==> src/rtl/pong_ball_engine.sv <==
// Frame-rate ball physics and scoring for PingPong: advances the ball once per
// frameTick, resolves wall/paddle bounces, keeps the score and the serve/game phases.
module pong_ball_engine #(
   parameter int SCREEN_WIDTH  = 640,
   parameter int SCREEN_HEIGHT = 480,
   parameter int BALL_SIZE     = 8,
   parameter int PADDLE_WIDTH  = 10,
   parameter int PADDLE_HEIGHT = 100,
   parameter int SPEED_X       = 4,
   parameter int SPEED_Y       = 3,
   parameter int SERVE_FRAMES  = 60,
   parameter int WIN_SCORE     = 9
) (
   input  logic        clk,
   input  logic        rst,
   input  logic        frameTick,
   input  logic        restart,
   input  logic [31:0] leftPaddle,
   input  logic [31:0] rightPaddle,
   output logic [31:0] ballPosition,
   output logic [3:0]  scoreLeft,
   output logic [3:0]  scoreRight,
   output logic        pointLeft,
   output logic        pointRight,
   output logic        paddleHit,
   output logic        gameOver
);

   localparam logic [1:0] ST_SERVE     = 2'd0;
   localparam logic [1:0] ST_PLAY      = 2'd1;
   localparam logic [1:0] ST_GAME_OVER = 2'd2;

   localparam logic signed [15:0] CX    = 16'((SCREEN_WIDTH - BALL_SIZE) / 2);
   localparam logic signed [15:0] CY    = 16'((SCREEN_HEIGHT - BALL_SIZE) / 2);
   localparam logic signed [15:0] MAX_X = 16'(SCREEN_WIDTH - BALL_SIZE);
   localparam logic signed [15:0] MAX_Y = 16'(SCREEN_HEIGHT - BALL_SIZE);
   localparam logic signed [15:0] BSZ   = 16'(BALL_SIZE);
   localparam logic signed [15:0] PW    = 16'(PADDLE_WIDTH);
   localparam logic signed [15:0] PH    = 16'(PADDLE_HEIGHT);
   localparam logic signed [15:0] SX    = 16'(SPEED_X);
   localparam logic signed [15:0] SY    = 16'(SPEED_Y);
   localparam logic [15:0]        SERVE_LAST = 16'(SERVE_FRAMES - 1);
   localparam logic [3:0]         WIN   = 4'(WIN_SCORE);

   logic [1:0]         state_r, state_s;
   logic signed [15:0] x_r, x_s, y_r, y_s, vx_r, vx_s, vy_r, vy_s;
   logic [15:0]        serve_cnt_r, serve_cnt_s;
   logic [3:0]         score_l_r, score_l_s, score_r_r, score_r_s;
   logic               point_l_r, point_l_s, point_r_r, point_r_s;
   logic               hit_r, hit_s, game_over_r, game_over_s;

   logic signed [15:0] lx_s, ly_s, rx_s, ry_s, nx_s, ny_s, lf_s;
   logic               l_hit_s, r_hit_s;

   assign lx_s = leftPaddle[31:16];
   assign ly_s = leftPaddle[15:0];
   assign rx_s = rightPaddle[31:16];
   assign ry_s = rightPaddle[15:0];
   assign nx_s = x_r + vx_r;
   assign ny_s = y_r + vy_r;
   assign lf_s = lx_s + PW;

   // Paddle contact is judged on the pre-move y so a ball grazing a corner is not caught late.
   assign l_hit_s = (vx_r < 16'sd0) && (x_r >= lf_s) && (nx_s <= lf_s) &&
                    (y_r + BSZ > ly_s) && (y_r < ly_s + PH);
   assign r_hit_s = (vx_r > 16'sd0) && (x_r + BSZ <= rx_s) && (nx_s + BSZ >= rx_s) &&
                    (y_r + BSZ > ry_s) && (y_r < ry_s + PH);

   // Next-state: restart first, then per-frame serve count / motion / scoring.
   always_comb begin
      state_s     = state_r;
      x_s         = x_r;
      y_s         = y_r;
      vx_s        = vx_r;
      vy_s        = vy_r;
      serve_cnt_s = serve_cnt_r;
      score_l_s   = score_l_r;
      score_r_s   = score_r_r;
      point_l_s   = 1'b0;
      point_r_s   = 1'b0;
      hit_s       = 1'b0;
      if (restart) begin
         state_s     = ST_SERVE;
         x_s         = CX;
         y_s         = CY;
         vx_s        = SX;
         vy_s        = SY;
         serve_cnt_s = 16'd0;
         score_l_s   = 4'd0;
         score_r_s   = 4'd0;
      end else if (frameTick) begin
         case (state_r)
            ST_SERVE: begin
               if (serve_cnt_r == SERVE_LAST) begin
                  state_s     = ST_PLAY;
                  serve_cnt_s = 16'd0;
               end else begin
                  serve_cnt_s = serve_cnt_r + 16'd1;
               end
            end
            ST_PLAY: begin
               if (ny_s <= 16'sd0) begin
                  y_s  = 16'sd0;
                  vy_s = SY;
               end else if (ny_s >= MAX_Y) begin
                  y_s  = MAX_Y;
                  vy_s = -SY;
               end else begin
                  y_s = ny_s;
               end
               if (l_hit_s) begin
                  x_s   = lf_s;
                  vx_s  = SX;
                  hit_s = 1'b1;
               end else if (r_hit_s) begin
                  x_s   = rx_s - BSZ;
                  vx_s  = -SX;
                  hit_s = 1'b1;
               end else if (nx_s <= 16'sd0) begin
                  score_r_s   = score_r_r + 4'd1;
                  point_r_s   = 1'b1;
                  x_s         = CX;
                  y_s         = CY;
                  vx_s        = -SX;
                  vy_s        = SY;
                  serve_cnt_s = 16'd0;
                  state_s     = (score_r_s == WIN) ? ST_GAME_OVER : ST_SERVE;
               end else if (nx_s >= MAX_X) begin
                  score_l_s   = score_l_r + 4'd1;
                  point_l_s   = 1'b1;
                  x_s         = CX;
                  y_s         = CY;
                  vx_s        = SX;
                  vy_s        = SY;
                  serve_cnt_s = 16'd0;
                  state_s     = (score_l_s == WIN) ? ST_GAME_OVER : ST_SERVE;
               end else begin
                  x_s = nx_s;
               end
            end
            ST_GAME_OVER: begin
               state_s = ST_GAME_OVER;
            end
            default: begin
               state_s = ST_SERVE;
            end
         endcase
      end else begin
         state_s = state_r;
      end
      game_over_s = (state_s == ST_GAME_OVER);
   end

   // State and output registers.
   always_ff @(posedge clk or posedge rst) begin
      if (rst) begin
         state_r     <= ST_SERVE;
         x_r         <= CX;
         y_r         <= CY;
         vx_r        <= SX;
         vy_r        <= SY;
         serve_cnt_r <= 16'd0;
         score_l_r   <= 4'd0;
         score_r_r   <= 4'd0;
         point_l_r   <= 1'b0;
         point_r_r   <= 1'b0;
         hit_r       <= 1'b0;
         game_over_r <= 1'b0;
      end else begin
         state_r     <= state_s;
         x_r         <= x_s;
         y_r         <= y_s;
         vx_r        <= vx_s;
         vy_r        <= vy_s;
         serve_cnt_r <= serve_cnt_s;
         score_l_r   <= score_l_s;
         score_r_r   <= score_r_s;
         point_l_r   <= point_l_s;
         point_r_r   <= point_r_s;
         hit_r       <= hit_s;
         game_over_r <= game_over_s;
      end
   end

   assign ballPosition = {x_r, y_r};
   assign scoreLeft    = score_l_r;
   assign scoreRight   = score_r_r;
   assign pointLeft    = point_l_r;
   assign pointRight   = point_r_r;
   assign paddleHit    = hit_r;
   assign gameOver     = game_over_r;

endmodule

==> config.mk <==
export PLATFORM = sky130hd
export DESIGN_NAME = pong_ball_engine
export DESIGN_NICKNAME = d
export VERILOG_FILES = /design/src/rtl/pong_ball_engine.sv
export SDC_FILE = /design/constraint.sdc
export NUM_CORES = 1
export LEC_CHECK = 0
export CORE_AREA = 10 10 147 149
export CTS_BUF_LIST = sky130_fd_sc_hd__clkbuf_4 sky130_fd_sc_hd__clkbuf_8 sky130_fd_sc_hd__clkbuf_16
export DETAILED_ROUTE_END_ITERATION = 10
export DIE_AREA = 0 0 157 159
export PLACE_DENSITY = 0.73
export SYNTH_ARGS = -nofsm -noshare
export SYNTH_HDL_FRONTEND = slang
export SYNTH_SLANG_ARGS = --single-unit
==> constraint.sdc <==
create_clock -name clk -period 6.7 [get_ports clk]
set_clock_uncertainty 0.2 [all_clocks]
set_input_delay 1.675 -clock clk [delete_from_list [all_inputs] [get_ports clk]]
set_output_delay 1.675 -clock clk [all_outputs]
set_load 0.05 [all_outputs]
# [Word level (Yosys, flattened, before mapping)]
# Cells that the tools add are included.
[totals] register_bits=94 elab_cells=151 inputBits=68 output_inout_bits=44
[classes] order_cmp=14 eq_ne=12 reduce_logical=20 muxes=81 addsub=12
[ops] operator="16-bit two-way mux" n=39
[ops] operator="16-bit by 5-bit adder with 16-bit output, second input constant" n=4
[ops] operator="4-bit two-way mux" n=13
[ops] operator="16-bit adder" n=2
[ops] operator="16-bit by 8-bit adder with 16-bit output, second input constant" n=2
[ops] operator="16-bit >= comparator" n=2
[ops] operator="16-bit > comparator" n=2
[ops] operator="16-bit by 1-bit <= comparator with 1-bit output, second input constant" n=2
[ops] operator="16-bit <= comparator" n=2
[ops] operator="16-bit < comparator" n=2
[ops] operator="16-bit case mux with 2 select lines" n=1
[ops] operator="1-bit two-way mux" n=18
[ops] operator="2-bit two-way mux" n=9
[ops] operator="16-bit by 1-bit adder with 16-bit output, second input constant" n=1
[ops] operator="16-bit by 6-bit == test with 1-bit output, second input constant" n=1
[ops] operator="16-bit by 10-bit >= comparator with 1-bit output, second input constant" n=1
[ops] operator="16-bit by 11-bit >= comparator with 1-bit output, second input constant" n=1
[ops] operator="16-bit by 1-bit > comparator with 1-bit output, second input constant" n=1
[ops] operator="16-bit by 1-bit < comparator with 1-bit output, second input constant" n=1
[ops] operator="16-bit by 5-bit subtractor with 16-bit output, second input constant" n=1
[ops] operator="5-bit AND reduction" n=2
[ops] operator="4-bit by 1-bit adder with 4-bit output, second input constant" n=2
[ops] operator="4-bit == test, second input constant" n=2
[ops] operator="1-bit logical AND" n=8
[ops] operator="13 further kinds" n=20

# [Depth between registers and ports, before layout]
[logic_depth] word_depth=12 ltp_mapped=23 ltp_nobuf=21

# [Worst setup path before layout]
# Ideal clock, no wire load.
[synth_path] kind="reg-to-reg" startpoint="register x_r[2]" endpoint="register serve_cnt_r[6]" slack_ns=1.341 n_path_buf=2 arrival_time_ns=5.049 required_ns=6.390 path_stages_with_launch=23 path_cell_list="dfstp_2 > inv_1 > fa_1 > nor2b_1 > o2111ai_1 > a31oi_1 > xnor2_1 > nor3_1 > and3_1 > nand4_1 > xnor2_1 > ha_1 > nor4b_1 > nor4_1 > o2111ai_1 > nor3b_1 > nand3_1 > and2_4 > a311oi_2 > buf_4 > buf_6 > o21ai_1 > o41ai_1"
[synth_between] elab_chain_len=8 word_cells_on_any_way=27 classes_between="3 x add/sub; 6 x order compare; 3 x eq/ne; 6 x mux; 9 x reduce/logical"
[synth_lines] element="start: declaration" line_no="46" source="logic signed [15:0] x_r, x_s, y_r, y_s, vx_r, vx_s, vy_r, vy_s;"
[synth_lines] element="start signal: assignment" line_no="171" source="x_r <= x_s;"
[synth_lines] element="16-bit adder or 16-bit by 5-bit adder with 16-bit output (tied branches)" line_no="59, 66"
[synth_lines] element="16-bit by 5-bit adder with 16-bit output (tied with other cells)" line_no="66" source="assign r_hit_s = (vx_r > 16'sd0) && (x_r + BSZ <= rx_s) && (nx_s + BSZ >= rx_s) &&"
[synth_lines] element="16-bit >= comparator (tied with other cells)" line_no="66"
[synth_lines] element="1-bit logical AND or 16-bit two-way mux (tied branches)" line_no="66, 115"
[synth_lines] element="1-bit logical AND or 16-bit two-way mux (tied branches)" line_no="66, 111"
[synth_lines] element="1-bit logical AND or 16-bit case mux with 2 select lines (tied branches)" line_no="67, 92"
[synth_lines] element="3-bit != test (no source line) or 16-bit two-way mux (tied branches)"
[synth_lines] element="5-bit AND reduction (no source line) or 16-bit two-way mux (tied branches)"
[synth_lines] element="end signal: assignment" line_no="175" source="serve_cnt_r <= serve_cnt_s;"
[synth_lines] element="end: declaration" line_no="47" source="logic [15:0] serve_cnt_r, serve_cnt_s;"
# Parallel ways exist; a longest one is shown, timed or not. The select of a mux whose other input is x is not followed.
# A chain may end at the register's enable or synchronous reset.

# [Worst setup path in the final report]
[layout_path] startpoint="register x_r[2]" endpoint="register serve_cnt_r[12]"
# Same word-level chain as after synthesis.

==> impl_metrics.tcl <==
set metrics [dict create \
    htreeDepth 3 \
    ir_drop_v 0.0001811 \
    num_vias 9361 \
    postCtsSetupRepairBufs 0 \
    die_w_um 157 \
    core_sq_um 18580 \
    cts_sinks 79 \
    tritoncts "yes" \
    worst_slew_pin_slew_ns 1.017 \
    avgViaCountPerCell 6.059 \
    dieArea_sq_um 24960 \
    period_needed_ns 6.128 \
    antenna_left 0 \
    ys_seq_area_share_pct 20.62 \
    numCtsBuffers 9 \
    ys_warn_count 0 \
    cap_violations 0 \
    post_dp_cell_area_sq_um 11060 \
    synth.distinct_cells 74 \
    period_share_pct 91.46 \
    path_buf_inv 2 \
    cp-start-kind "register" \
    hold_end "vy_r[1]" \
    dominantRegCellSynth "dfrtp_1" \
    fillers 1657 \
    syn_nets 1425 \
    synthTopCellsByArea "ha_1, dfrtp_1, xnor2_1, nor2_1, nand2_1" \
    synth_edf_count 0 \
    p_leak_nw 5.269 \
    crit_required_ns 6.77 \
    async_flop_share_pct 100.0 \
    cp_max_fo 20 \
    reg2reg_to "serve_cnt_r[12]" \
    hold_path_class "reg2reg" \
    status "complete, no violations" \
    route.detailed.wl_per_inst_um 18.61 \
    nNetsFinal 1536 \
    crit_type "reg2reg" \
    start_util_pct 51.99 \
    setup_viol 0 \
    cts_resized 0 \
    synth_top_area_cell "ha_1" \
    grt-ovfl-total 0 \
    root_buffer "clkbuf_16" \
    slowest_stage "dfstp_2" \
    path_cells "inv_1 -> fa_1 -> nor2b_1 -> o2111ai_1 -> a31oi_1 -> xnor2_1 -> nor3_1 -> and3_1 -> nand4_1 -> xnor2_1 -> ha_1 -> nor4b_1 -> nor4_1 -> o2111ai_1 -> nor3b_1 -> nand3_2 -> and2_4 -> a311oi_2 -> buf_4 -> o21ai_0 -> a21oi_1" \
    syn_area_sq_um 9659 \
    final_area_sq_um 11370 \
    grt_use_total_pct 22.70 \
    power_mw 2.964 \
    totalNegativeSetupSlack_ns 0 \
    slew_viol_final 0 \
    synth_top_area_share_pct 20.73 \
    wl_um 28750 \
    grt_pass1_wl_um 46660 \
    antenna-diode-count 0 \
    port_buffers 111 \
    dr.pass1.iters 5 \
    holdWs_ns 0.2980 \
    grt_setup_unrepaired "no" \
    grt_max_degree 80 \
    finalHoldViolCount 0 \
    clock.fmax_mhz 163.2 \
    insertion_delay_ns 0.35 \
    crit_path_max_incr_delay_ns 0.61 \
    dpl.hpwl_um 23270 \
    crit_family "simple AND/OR/NAND/NOR gates" \
    synth.avg_cell_area_sq_um 8.083 \
    ios 112 \
    p_per_area_nw_per_um2 260.7 \
    initialDrtViolationCount 523 \
    syn_inst 1195 \
    worstPathArrival_ns 6.20 \
    ys_ff_latch 79 \
    cts_hold_buf 0 \
    grt_pass1_vias 9110 \
    reg2reg_setup_slack_ns 0.57 \
    gp_congestion 0.9855 \
    syn2layout_area_growth_pct 17.68 \
    clk_pin_slew_worst_paths_ns 0.07 \
    rr_worst_depth 21 \
    worst_setup_path_end_kind "register" \
    die_h_um 159 \
    min_path_cells 2 \
    min_from "vy_r[1]" \
    drive_gt1_share_pct 4.958 \
    antenna_found_initial 1 \
    clk_path_buf_depth 2 \
    drc 0 \
    r2r-start "x_r[2]" \
    max_slew_margin_pct 32.18 \
    num_rows 50 \
]
[cell usage in the layout (no fill, tap or decap), types with 30 or more instances in the layout]
cell             netlist  layout
a21oi_1               65      65
inv_1                 86      85
nand3_1               56      55
nor2_1               106     106
o21ai_0               53      53
nand4_1               30      30
ha_1                 160     160
and3_1                35      35
dfrtp_1               67      67
xnor2_1               80      80
nand2_1               93      93
clkdlybuf4s50_1        0     111
[tightest hold or removal path: stages, from the launching register on]
cell	delay (ns)
dfstp_2	0.38
inv_1	0.05
o21bai_1	0.06
[cell families (layout without fill, tap and decap cells)]
group	Yosys count	count (layout)	share of synthesized area, %
AND/OR/NAND/NOR	439	439	22.93
AO/OA/AOI/OAI	288	288	20.01
multiplexers	9	9	0.9586
flip-flops	79	79	20.62
XOR/XNOR	106	106	9.832
buffers and inverters	112	228	4.508
adder cells (fa/ha/maj)	162	162	21.14
[layer usage]
layer,share of wire [%],GRT usage [%],vias up
li1,-,-,4586
met1,45,30.30,4489
met5,0,0,-
met3,5.6,3.454,39
met4,2.1,6.352,0
met2,47,36.94,247
[worst max path at each step]
stage	startpoint	endpoint	slack, ns	depth (start not counted)
global placement	leftPaddle[20]	scoreLeft[3]	0.43	18
detailed placement	leftPaddle[22]	scoreLeft[3]	0.35	18
global route	x_r[2]	serve_cnt_r[12]	0.04	21
floorplan	x_r[2]	serve_cnt_r[6]	1.34	22
CTS	x_r[2]	serve_cnt_r[12]	0.58	21
finish	x_r[2]	serve_cnt_r[12]	0.57	21
[sequential cells by signal, indices dropped and copies added, names as in the netlist]
name,cells
serve_cnt_r,16
vy_r,16
x_r,16
y_r,16
scoreLeft,4
scoreRight,4
state_r,2
gameOver,1
paddleHit,1
pointLeft,1
pointRight,1
vx_r,1
[stage by stage]
stage	worst slack, ns	util [%]	std cells
6_report	0.5719	61.18	1545
2_1_floorplan	1.341	-	1195
3_3_place_gp	0.4317	59.55	1529
5_1_grt	0.03684	61.18	1545
3_5_place_dp	0.3511	59.55	1529
4_1_cts	0.5830	61.15	1545
[report_power, final]
part / leakage, nW / internal, mW / switching, mW / total (mW)
Combinational: 4.07 / 0.785 / 1.11 / 1.90
Sequential: 1.06 / 0.511 / 0.0589 / 0.570
Clock: 0.142 / 0.289 / 0.208 / 0.498
Total: 5.27 / 1.59 / 1.38 / 2.96
[Yosys cell counts (10+ instances only)]
cell type and count:
nand3_1 56, nor3_1 19, dfstp_2 12, nand4_1 30
o21ai_1 12, xnor2_1 80, a21o_1 24, and3_1 35
a31oi_1 10, o211ai_1 11, o21ai_0 53, nor2_1 106
nor3b_1 12, clkbuf_1 21, nand2_1 93, nor4_1 11
dfrtp_1 67, xor2_1 24, ha_1 160, a21oi_1 65
or3_1 10, nor2b_1 24, a211oi_1 11, o21a_1 14
o21bai_1 10, inv_1 86
[final cells by class]
type / instances / area, sq um / area share (%)
well taps: 234 / 292.8 / 2.576
inverters: 86 / 324.1 / 2.851
clock buffers: 9 / 225.2 / 1.981
repair buffers: 126 / 1224 / 10.76
flip-flops and latches: 79 / 1992 / 17.52
multi-input cells: 1004 / 7237 / 63.67
clock inverters: 7 / 72.57 / 0.6384
Note: power is estimated with default switching activity, not from simulation.
